===== config.mk =====
export PLATFORM = sky130hd
export DESIGN_NAME = hs32_fetch
export DESIGN_NICKNAME = d
export VERILOG_FILES = /design/src/rtl/hs32_fetch.sv
export SDC_FILE = /design/constraint.sdc
export NUM_CORES = 1
export LEC_CHECK = 0
export CAP_MARGIN = 20
export CORE_ASPECT_RATIO = 1.2
export CORE_MARGIN = 2
export CORE_UTILIZATION = 30
export CTS_CLUSTER_DIAMETER = 50
export CTS_CLUSTER_SIZE = 28
export DETAILED_ROUTE_END_ITERATION = 12
export GPL_TIMING_DRIVEN = 1
export SETUP_SLACK_MARGIN = 0.02
export SYNTH_ARGS = -nofsm -noshare
export SYNTH_HDL_FRONTEND = slang
export SYNTH_SLANG_ARGS = --single-unit

===== constraint.sdc =====
create_clock -name clk -period 5.5 [get_ports clk]
set_input_delay 1.1 -clock clk [delete_from_list [all_inputs] [get_ports clk]]
set_output_delay 1.1 -clock clk [all_outputs]
set_load 0.1 [all_outputs]

===== src/rtl/hs32_fetch.sv =====
// HS32 instruction fetch stage: owns the PC, issues word fetches under a credit
// limit, buffers responses in a prefetch FIFO and handles redirects and bus errors.
package hs32_pkg;
    typedef logic [31:0] hs32_instr;
endpackage

module hs32_fetch
    import hs32_pkg::*;
#(
    parameter logic [31:0] RESET_VEC = 32'h0000_0000,
    parameter int          DEPTH     = 2
) (
    input  logic        clk,
    input  logic        rstn,
    output logic        ib_req_o,
    output logic [31:0] ib_addr_o,
    input  logic        ib_gnt_i,
    input  logic        ib_rvalid_i,
    input  logic [31:0] ib_rdata_i,
    input  logic        ib_err_i,
    input  logic        br_valid_i,
    input  logic [31:0] br_addr_i,
    output hs32_instr   data_o,
    output logic [31:0] pc_o,
    output logic        valid_o,
    output logic        fault_o,
    input  logic        stall_i
);

    localparam int CW = $clog2(DEPTH + 1);
    localparam int PW = $clog2(DEPTH);
    localparam logic [CW:0]   CREDIT_MAX = (CW + 1)'(DEPTH);
    localparam logic [CW-1:0] FULL       = CW'(DEPTH);

    logic [31:0]   pc_q, pc_d;
    logic [31:0]   rsp_pc_q, rsp_pc_d;
    logic [CW-1:0] count_q, count_d;
    logic [CW-1:0] outst_q, outst_d;
    logic [CW-1:0] drop_q, drop_d;
    logic [PW-1:0] wptr_q, wptr_d;
    logic [PW-1:0] rptr_q, rptr_d;
    logic          halt_q, halt_d;

    hs32_instr     mem_instr_q [DEPTH];
    logic [31:0]   mem_pc_q    [DEPTH];
    logic          mem_err_q   [DEPTH];

    logic [CW:0]   credit;
    logic [31:0]   br_target;
    logic          fire, stale, push, pop;

    // Requests are masked by rstn so the bus sees no request while in reset.
    always_comb begin
        credit    = {1'b0, count_q} + {1'b0, outst_q};
        br_target = br_addr_i & ~32'h3;
        ib_req_o  = rstn && !halt_q && !br_valid_i && (credit < CREDIT_MAX);
        ib_addr_o = pc_q;
        fire      = ib_req_o && ib_gnt_i;
        stale     = ib_rvalid_i && (drop_q != '0);
        valid_o   = (count_q != '0);
        push      = ib_rvalid_i && !stale && !br_valid_i;
        pop       = valid_o && !stall_i && !br_valid_i;
        data_o    = valid_o ? mem_instr_q[rptr_q] : '0;
        pc_o      = valid_o ? mem_pc_q[rptr_q]    : '0;
        fault_o   = valid_o && mem_err_q[rptr_q];
    end

    always_comb begin
        pc_d     = pc_q;
        rsp_pc_d = rsp_pc_q;
        count_d  = count_q;
        outst_d  = outst_q + CW'(fire) - CW'(ib_rvalid_i);
        drop_d   = drop_q;
        wptr_d   = wptr_q;
        rptr_d   = rptr_q;
        halt_d   = halt_q;
        if (br_valid_i) begin
            // Everything still in flight becomes stale, except a response landing now.
            pc_d     = br_target;
            rsp_pc_d = br_target;
            halt_d   = 1'b0;
            drop_d   = outst_q - CW'(ib_rvalid_i);
            count_d  = '0;
            wptr_d   = '0;
            rptr_d   = '0;
        end else begin
            if (fire) begin
                pc_d = pc_q + 32'd4;
            end
            if (stale) begin
                drop_d = drop_q - 1'b1;
            end
            if (push) begin
                rsp_pc_d = rsp_pc_q + 32'd4;
                wptr_d   = wptr_q + 1'b1;
                if (ib_err_i) begin
                    halt_d = 1'b1;
                end
            end
            if (pop) begin
                rptr_d = rptr_q + 1'b1;
            end
            count_d = count_q + CW'(push) - CW'(pop);
        end
    end

    always_ff @(posedge clk or negedge rstn) begin
        if (!rstn) begin
            pc_q     <= RESET_VEC;
            rsp_pc_q <= RESET_VEC;
            count_q  <= '0;
            outst_q  <= '0;
            drop_q   <= '0;
            wptr_q   <= '0;
            rptr_q   <= '0;
            halt_q   <= 1'b0;
        end else begin
            pc_q     <= pc_d;
            rsp_pc_q <= rsp_pc_d;
            count_q  <= count_d;
            outst_q  <= outst_d;
            drop_q   <= drop_d;
            wptr_q   <= wptr_d;
            rptr_q   <= rptr_d;
            halt_q   <= halt_d;
        end
    end

    // Storage holds no control state, so it is left unreset; outputs are gated by valid_o.
    always_ff @(posedge clk) begin
        if (push) begin
            mem_instr_q[wptr_q] <= ib_rdata_i;
            mem_pc_q[wptr_q]    <= rsp_pc_q;
            mem_err_q[wptr_q]   <= ib_err_i;
        end
    end

    a_no_overflow: assert property (@(posedge clk) disable iff (!rstn)
        !(push && count_q == FULL));

    a_no_orphan_rsp: assert property (@(posedge clk) disable iff (!rstn)
        !(ib_rvalid_i && outst_q == '0));

endmodule


Word-level counts from Yosys, hierarchy flattened
Memories as Yosys holds them, arrays and structs flattened.
Index checks and enable logic that the tools add are counted.
{ "classes": {"bitwise": 0, "div": 0, "shift": 0, "n_addsub": 11, "mul": 0, "n_reduce_logical": 22, "n_mux": 18, "magnitude_cmp": 1, "n_eq_ne": 0} }
{ "ops": {"columns": ["op", "count"], "rows": [
  ["2-to-1 mux 32 bit", 6],
  ["adder 32 x 3 -> 32 bit, second input constant", 2],
  ["nonzero test 2 bit", 7],
  ["logical AND 1 bit", 10],
  ["2-to-1 mux 1 bit", 9],
  ["2-to-1 mux 2 bit", 3],
  ["subtractor 2 x 1 -> 2 bit", 3],
  ["adder 2 x 1 -> 2 bit", 2],
  ["zero test 1 bit", 4],
  ["adder 2 x 2 -> 3 bit", 1],
  ["< comparator 3 x 2 -> 1 bit, second input constant", 1],
  ["adder 1 bit, second input constant", 2],
  ["AND reduction 2 bit", 1],
  ["subtractor 2 x 1 -> 2 bit, second input constant", 1]
]} }
{ "totals": {"wordCells": 63, "latchBits": 0, "mem_bits_rw": 130, "ff_bits": 73, "memories": 3, "output_inout_bits": 99, "in_bits": 71, "rom_bits": 0} }
{ "mem_list": {"columns": ["memory", "depth", "word_bits", "read_ports", "rd_clocked_by_memory_dff", "wr", "line", "source"], "rows": [
  ["mem_instr_q", 2, 32, 1, 0, 1, "44", "hs32_instr mem_instr_q [DEPTH];"],
  ["mem_pc_q", 2, 32, 1, 0, 1, "45", "logic [31:0] mem_pc_q [DEPTH];"],
  ["mem_err_q", 2, 1, 1, 0, 1, "46", "logic mem_err_q [DEPTH];"]
]} }

Depth between registers and ports, before layout
Gate-level depths: netlist of run 1.
{ "depth": {"depth_word": 8, "depth_mapped": 11} }

Least setup slack after synthesis of run 1
No wires, ideal clock.
{ "synth_timing": {"kind": "input -> register", "from": "input br_valid_i", "to": "memory mem_err_q[0] (enable)", "arrival_ns": 4.434, "n_path_buf": 2, "t_required_ns": 5.015, "path_stages": 5, "slack_ns": 0.581, "cell_sequence": "buf_6 inv_1 buf_1 nand3_1 nor2_1"} }
{ "synth_via": {"elab_chain_len": 4} }
{ "synth_lines": {"columns": ["element", "line", "source"], "rows": [
  ["start: declaration", "21", "input logic br_valid_i,"],
  ["zero test 1 bit", "61", "push = ib_rvalid_i && !stale && !br_valid_i;"],
  ["logical AND 1 bit", "61", null],
  ["2-to-1 mux 1 bit", "131", "if (push) begin"],
  ["2-to-1 mux 1 bit (implied by the code)", "134", "mem_err_q[wptr_q] <= ib_err_i;"],
  ["end: declaration", "46", null]
]} }
Every way passes these cells.

Worst setup path after layout of run 1
{ "layout_timing": {"from": "register rptr_q", "to": "output pc_o[17]"} }
{ "layout_via": {"elab_chain_len": 2} }
{ "layout_lines": {"columns": ["element", "line", "source"], "rows": [
  ["start: declaration", "41", "logic [PW-1:0] rptr_q, rptr_d;"],
  ["start signal: assignment", "124", "rptr_q <= rptr_d;"],
  ["memory read (2 x 32 bit)", null, null],
  ["2-to-1 mux 32 bit", "64", "pc_o = valid_o ? mem_pc_q[rptr_q] : '0;"],
  ["end: declaration", "24", "output logic [31:0] pc_o,"]
]} }
Every way passes these cells.

==> Implementation_results.wiki, run 1 <==
{| class="wikitable"
! Metric !! Value
|-
| Run status || finished clean
|-
| Number of synthesized flops with an enable pin || 126
|-
| Vertical extent of the die || 191 um
|-
| Most common library cell in the layout ignoring fill and taps || sky130_fd_sc_hd__clkdlybuf4s50_1
|-
| CTS buffer count || 17
|-
| Pwr per Cell Area || 422 nW/um^2
|-
| Main combinational cell family by area after synthesis || simple AND/OR/NAND/NOR gates
|-
| HPWL after detailed placement || 14500 um
|-
| Cell Count, Final, Fillers Out || 1239
|-
| Setup_tns || 0 ns
|-
| Cell chosen for the clock root || sky130_fd_sc_hd__clkbuf_16
|-
| DRC violation count after routing || 0
|-
| Worst max-slew margin expressed relative to the limit || 29.3%
|-
| Synth area leaders || sky130_fd_sc_hd__edfxtp_1 (43%), sky130_fd_sc_hd__dfrtp_1 (20%), sky130_fd_sc_hd__mux2i_1 (7.4%)
|-
| Overall track demand over capacity in global routing || 14.2%
|-
| Main synth FF type || sky130_fd_sc_hd__edfxtp_1
|-
| Post-route fraction of the period consumed by the critical path || 77.7%
|-
| Sequential area share after synthesis || 63.2%
|-
| Required time of the critical path || 4.40 ns
|-
| Critical-path maximum fanout || 25
|-
| Initial cell density of the core || 30.4%
|-
| Critical Path Sink Type || output pin
|-
| Synth unique cells || 53
|-
| Fraction of layout cells with a size suffix above 1 || 9.37%
|-
| Worst Reg2Reg Path Length in Cells || 11
|-
| Clock insertion delay at the later pin of the skew report || 0.45 ns
|-
| DR vias || 5846
|-
| DIE AREA || 30400 um^2
|-
| Number of levels in the clock H-tree || 4
|-
| Final cell utilization of the core || 39.6%
|-
| Antenna Nets Post-Route || 0
|-
| VDD IR-drop max || 0.000221 V
|-
| Worst reg2reg path endpoint || outst_q[1]
|-
| Minimum clock period || 4.27 ns
|-
| Unrepaired setup endpoints after global routing || false
|-
| Slew at the pin with the worst max-slew slack || 1.06 ns
|-
| Row count || 68
|-
| Finish-stage setup viols || 0
|-
| Synthesized instance count || 678
|-
| Adder and majority cell fraction of the synthesized area || 1.38%
|-
| Type of origin of the critical path || flop
|-
| Clock sink count || 195
|-
| Complex-gate fraction of the synthesized area || 4.02%
|-
| Total of flip-flops plus latches after synthesis || 195
|-
| Share of the synthesized netlist area taken by xor and xnor gates || 4.92%
|-
| Pins Over Slew Limit || 0
|-
| Hold Path Stages || 0
|-
| First-iteration detailed-routing DRC count || 238
|-
| Hold slack || 0.506 ns
|-
| Wire length after detailed routing || 21100 um
|-
| Per-cell via count in the routed design || 4.72
|-
| Area growth from synthesis to layout || 30.4%
|-
| Placeable core area || 28700 um^2
|-
| Number of global-route vias before repair || 5859
|-
| Longest Clk Path Bufs || 2
|-
| Leakage power summed over all cells || 3.92 nW
|-
| Synthesized area divided by synthesized cell count || 12.9 um^2
|-
| Critical path start-end classification || flop to output pin
|-
| Global placement routability congestion || 0.815
|-
| Wire length of the first global-routing pass || 33300 um
|-
| Total of cells resized after clock tree synthesis || 0
|-
| CTS clk-pin slew, worst paths || 0.07 ns
|-
| Async set-or-reset flop fraction in the synthesized netlist || 35.4%
|-
| Maximum number of pins on one net before global-route repair || 48
|-
| End of the worst hold path || mem_pc_q[0][31]
|-
| Maximum frequency from static timing analysis || 0.234 GHz
|-
| Hold violation total from the final report || 0
|-
| N_diodes || 0
|-
| Fraction of synthesized cell area taken by the top area cell type || 43.4%
|-
| Post-Place Cells || 1207
|-
| Worst clock skew || 0.0162 ns
|-
| Top library cells by usage in the layout, fill and taps aside || sky130_fd_sc_hd__clkdlybuf4s50_1 (161), sky130_fd_sc_hd__edfxtp_1 (126), sky130_fd_sc_hd__nor2_1 (80)
|-
| Setup slack, reg-to-reg || 2.45 ns
|-
| Count of input and output buffers || 163
|-
| Count of pins on the block boundary || 170
|-
| Aggregate global routing overflow || 0
|-
| Min-delay worst type || flop to flop
|-
| Chip Width || 160 um
|-
| Cell taking the most area after synthesis || sky130_fd_sc_hd__edfxtp_1
|-
| Count of hold-fix buffers inserted at cts || 0
|-
| Max-cap violations || 0
|-
| Basic-gate share of the synthesized area counting and, or, nand and nor cells || 13.9%
|-
| Number of nets in the final layout || 921
|-
| Origin of the worst min-delay path || rsp_pc_q[31]
|-
| Data arrival time of the critical path || 3.17 ns
|-
| Detailed-router iteration count before antenna repair || 4
|-
| Post-synthesis cell area || 8710 um^2
|-
| Share of cell area taken by muxes after synthesis || 10.1%
|-
| Post-detailed-route wirelength per cell || 17.0 um
|-
| Total setup buffers inserted after CTS || 0
|-
| Number of synthesis warnings || 0
|-
| Number of antenna violations at the first check in global routing || 1
|-
| TritonCTS clock tree || done
|-
| Fill cell count || 2753
|-
| Worst r2r src || count_q[0]
|}
==> state kept, by name, indices dropped and copies added (netlist names) <==
signal and flops:
rsp_pc_q 30, mem_instr_q 64, mem_pc_q 60, mem_err_q 2, halt_q 1, ib_addr_o 30
rptr_q 1, outst_q 2, count_q 2, drop_q 2, wptr_q 1
==> synthesized netlist by cell type, drive strengths merged (9+ instances only) <==
master	n
mux2	21
nand4	22
xor2	23
inv	13
o21ai	21
xnor2	26
clkbuf	14
edfxtp	126
mux2i	64
dfrtp	69
buf	19
nand3	36
nor2	83
nor4	9
nand2	43
and3	12
==> power by group <==
part,total [mW],internal (mW),switching (mW)
clock,1.19,0.628,0.565
sequential,1.84,1.71,0.128
combinational,1.76,0.456,1.31
total,4.79,2.79,2.00
==> worst max-delay path by stage <==
stage                from           end  slack (ns)  depth (start not counted)
4_1_cts            rptr_q      pc_o[31]        1.18                          4
3_5_place_dp       rptr_q      pc_o[31]        1.67                          4
3_3_place_gp       rptr_q      pc_o[31]        1.65                          4
6_report           rptr_q      pc_o[17]        1.23                          4
5_1_grt            rptr_q      pc_o[31]        1.08                          4
2_1_floorplan  br_valid_i  mem_err_q[0]        0.58                          5
==> layer usage <==
layer  up-vias  GRT usage [%]  share of wire [%]
met4         0           4.51                1.3
met2       141           23.4                 49
li1       2794              -                  -
met3        15           2.91                3.9
met5         -              0                  0
met1      2896           18.7                 46
==> cells by family (layout without fill, tap and decap cells) <==
family | after synthesis | in the layout
adder cells (fa/ha/maj) | 9 | 9
multiplexers | 85 | 85
AO/OA/AOI/OAI | 55 | 55
XOR/XNOR | 49 | 49
buffers and inverters | 46 | 219
flip-flops | 195 | 195
other | 1 | 4
AND/OR/NAND/NOR | 238 | 238
==> metrics by stage <==
| stage | cell area [um^2] | total power, mW | setup WS (ns) |
|---|---|---|---|
| floorplan | 8730 | 3.18 | 0.581 |
| global placement | 10800 | 3.64 | 1.65 |
| detailed placement | 10800 | 3.65 | 1.67 |
| CTS | 11400 | 4.86 | 1.18 |
| global route | 11400 | 4.99 | 1.08 |
| finish | 11400 | 4.79 | 1.23 |
==> critical path, cell delays in order (launching register included) <==
cell	delay (ns)
sky130_fd_sc_hd__dfrtp_4	0.71
sky130_fd_sc_hd__buf_4	0.45
sky130_fd_sc_hd__mux2i_1	0.13
sky130_fd_sc_hd__nor2_1	0.23
sky130_fd_sc_hd__clkdlybuf4s50_1	1.20
==> area by class of cell <==
cell class | count | area, um^2 | area share [%]
clock inverters | 11 | 86.3 | 0.760
multi-input cells | 440 | 3030 | 26.6
repair buffers | 174 | 1730 | 15.2
flip-flops and latches | 195 | 5510 | 48.5
inverters | 13 | 48.8 | 0.429
clock buffers | 21 | 472 | 4.15
well taps | 385 | 482 | 4.24
No activity file was read; power rests on OpenSTA's default activity.
==> run 2: changes to the inputs <==
clock period = 4.18 ns   (was 5.5 ns; I/O delays follow)
==> run 2 against run 1 <==
  * Clock power rose by 39%
  * Die area is the same
  * Non-clock buffer count unchanged
  * Final cell count stayed put
  * Clock-buffer cell count fell by 3
  * Power increased by 33%
  * Worst setup slack worse by 0.24 ns
  * Via count unchanged
  * First-iteration DRC count is 13% higher
  * Wire length shrank 0.32%
  * Largest power group unchanged
  * Highest routed layer is now met5
==> Implementation_results.wiki, run 2 (synthesis gave the netlist of run 1 again) <==
{| class="wikitable"
! Metric !! Value
|-
| Maximum number of pins on one net before global-route repair || 67 (+40%)
|-
| Clock sink count || 195 (unchanged)
|-
| Minimum clock period || 3.19 ns
|-
| HPWL after detailed placement || 14300 um (-1.5%)
|-
| Wire length of the first global-routing pass || 32800 um (-1.6%)
|-
| Worst clock skew || 0.0123 ns (-0.00394 ns)
|-
| Antenna Nets Post-Route || 0 (unchanged)
|-
| Aggregate global routing overflow || 0 (unchanged)
|-
| DR vias || 5846 (unchanged)
|-
| Wire length after detailed routing || 21100 um (-0.32%)
|-
| Detailed-router iteration count before antenna repair || 5 (+1)
|-
| VDD IR-drop max || 0.000229 V (+3.8%)
|-
| Area growth from synthesis to layout || 29.1%
|-
| Pins Over Slew Limit || 0 (unchanged)
|-
| Placeable core area || 28700 um^2 (unchanged)
|-
| Fill cell count || 2760 (+0.25%)
|-
| Slew at the pin with the worst max-slew slack || 0.982 ns (-0.0753 ns)
|-
| Regs by FF count || mem_instr_q x64, mem_pc_q x60
|-
| Number of nets in the final layout || 921 (unchanged)
|-
| CTS buffer count || 17 (unchanged)
|-
| TritonCTS clock tree || done
|-
| Hold slack || 0.266 ns (-0.239 ns)
|-
| Longest Clk Path Bufs || 2 (unchanged)
|-
| Critical path start-end classification || flop to output pin
|-
| Cell Count, Final, Fillers Out || 1239 (unchanged)
|-
| Initial cell density of the core || 30.4% (unchanged)
|-
| CTS clk-pin slew, worst paths || 0.08 ns (about the same)
|-
| Overall track demand over capacity in global routing || 14.1% (-0.058 points)
|-
| Total of cells resized after clock tree synthesis || 0 (unchanged)
|-
| Worst max-slew margin expressed relative to the limit || 34.3% (+5.0 points)
|-
| DRC violation count after routing || 0 (unchanged)
|-
| Flip-flop count of the largest register, all copies and words added || 64 (unchanged)
|-
| Type of origin of the critical path || flop
|-
| Post-detailed-route wirelength per cell || 17.0 um (-0.32%)
|-
| DIE AREA || 30400 um^2 (unchanged)
|-
| Finish-stage setup viols || 0 (unchanged)
|-
| Fraction of layout cells with a size suffix above 1 || 16.9% (+7.5 points)
|-
| Run status || finished clean
|-
| Start point of the critical path || rptr_q
|-
| Count of pins on the block boundary || 170 (unchanged)
|-
| Leakage power summed over all cells || 4.06 nW (+3.5%)
|-
| Post-Place Cells || 1207 (unchanged)
|-
| Count of hold-fix buffers inserted at cts || 0 (unchanged)
|-
| First-iteration detailed-routing DRC count || 268 (+13%)
|-
| Setup_tns || 0 ns (unchanged)
|-
| Min-delay worst type || input pin to asynchronous set/reset pin
|-
| Vertical extent of the die || 191 um (unchanged)
|-
| Clock insertion delay at the later pin of the skew report || 0.44 ns (about the same)
|-
| Pwr per Cell Area || 565 nW/um^2 (+34%)
|-
| Number of levels in the clock H-tree || 4 (unchanged)
|-
| Number of antenna violations at the first check in global routing || 1 (unchanged)
|-
| Total setup buffers inserted after CTS || 0 (unchanged)
|-
| Top library cells by usage in the layout, fill and taps aside || sky130_fd_sc_hd__edfxtp_1 (126), sky130_fd_sc_hd__clkdlybuf4s50_1 (98), sky130_fd_sc_hd__nor2_1 (80)
|-
| Critical-path maximum fanout || 33 (+32%)
|-
| Count of input and output buffers || 163 (unchanged)
|-
| Data arrival time of the critical path || 2.36 ns (-0.81 ns)
|-
| Most common library cell in the layout ignoring fill and taps || sky130_fd_sc_hd__edfxtp_1
|-
| Row count || 68 (unchanged)
|-
| Critical Path Sink Type || output pin
|-
| Global placement routability congestion || 0.829 (+1.7%)
|-
| Chip Width || 160 um (unchanged)
|-
| Number of global-route vias before repair || 5807 (-0.89%)
|-
| Required time of the critical path || 3.34 ns (-1.06 ns)
|-
| Per-cell via count in the routed design || 4.72 (unchanged)
|-
| Register containing the most flip-flops in the final layout || mem_instr_q
|-
| Max-cap violations || 0 (unchanged)
|-
| Unrepaired setup endpoints after global routing || false
|-
| N_diodes || 0 (unchanged)
|-
| Hold violation total from the final report || 0 (unchanged)
|-
| Worst r2r src || count_q[0]
|-
| Maximum frequency from static timing analysis || 0.313 GHz
|-
| Cell chosen for the clock root || sky130_fd_sc_hd__clkbuf_16
|-
| Post-route fraction of the period consumed by the critical path || 76.4%
|}
-- run 2: path summary, 6_finish.rpt --
check / end / slack [ns] / depth (start not counted)
max: pc_o[6] / 0.99 / 4
min: ib_addr_o[9] / 0.27 / 1
max reg2reg: outst_q[1] / 1.24 / 10
min reg2reg: mem_pc_q[0][25] / 0.53 / 0
max in group asynchronous: rptr_q / 2.73 / 2
min in group clk: mem_pc_q[0][25] / 0.53 / 0
-- run 2: where the power goes --
part | internal (mW) | switching, mW
sequential | 2.25 | 0.183
clock | 0.902 | 0.759
combinational | 0.558 | 1.71
-- run 2: critical path: stages (launching register included) --
cell	delay [ns]
sky130_fd_sc_hd__dfrtp_4	0.84
sky130_fd_sc_hd__buf_4	0.44
sky130_fd_sc_hd__mux2i_1	0.31
sky130_fd_sc_hd__nor2_1	0.07
sky130_fd_sc_hd__buf_4	0.26
-- run 2: metal layers --
layer  vias up  routed length (um)  global-route usage [%]
met5         -                   8                       0
met4         2                 438                    5.14
met3        26                 924                    3.09
met2       157               10200                    23.4
met1      2867                9450                    18.2
li1       2794                   -                       -
-- run 2: layout make-up --
class,count,area [um^2],share of cell area (%)
tap,385,482,4.28
timing repair buffer,174,1590,14.1
clock inverter,14,165,1.47
sequential,195,5510,49.0
clock buffer,18,429,3.81
inverter,13,48.8,0.434
multi-input combinational,440,3030,26.9
-- run 2: metrics by stage --
stage	util (%)	instance area [um^2]	power [mW]	worst slack, ns
after detailed placement	37.2	10700	4.76	0.815
final	39.2	11300	6.36	0.985
after global placement	37.2	10700	4.75	0.843
after global routing	39.2	11300	6.63	0.864
after CTS	39.2	11300	6.45	0.917
after floorplan	-	8730	4.18	-0.475
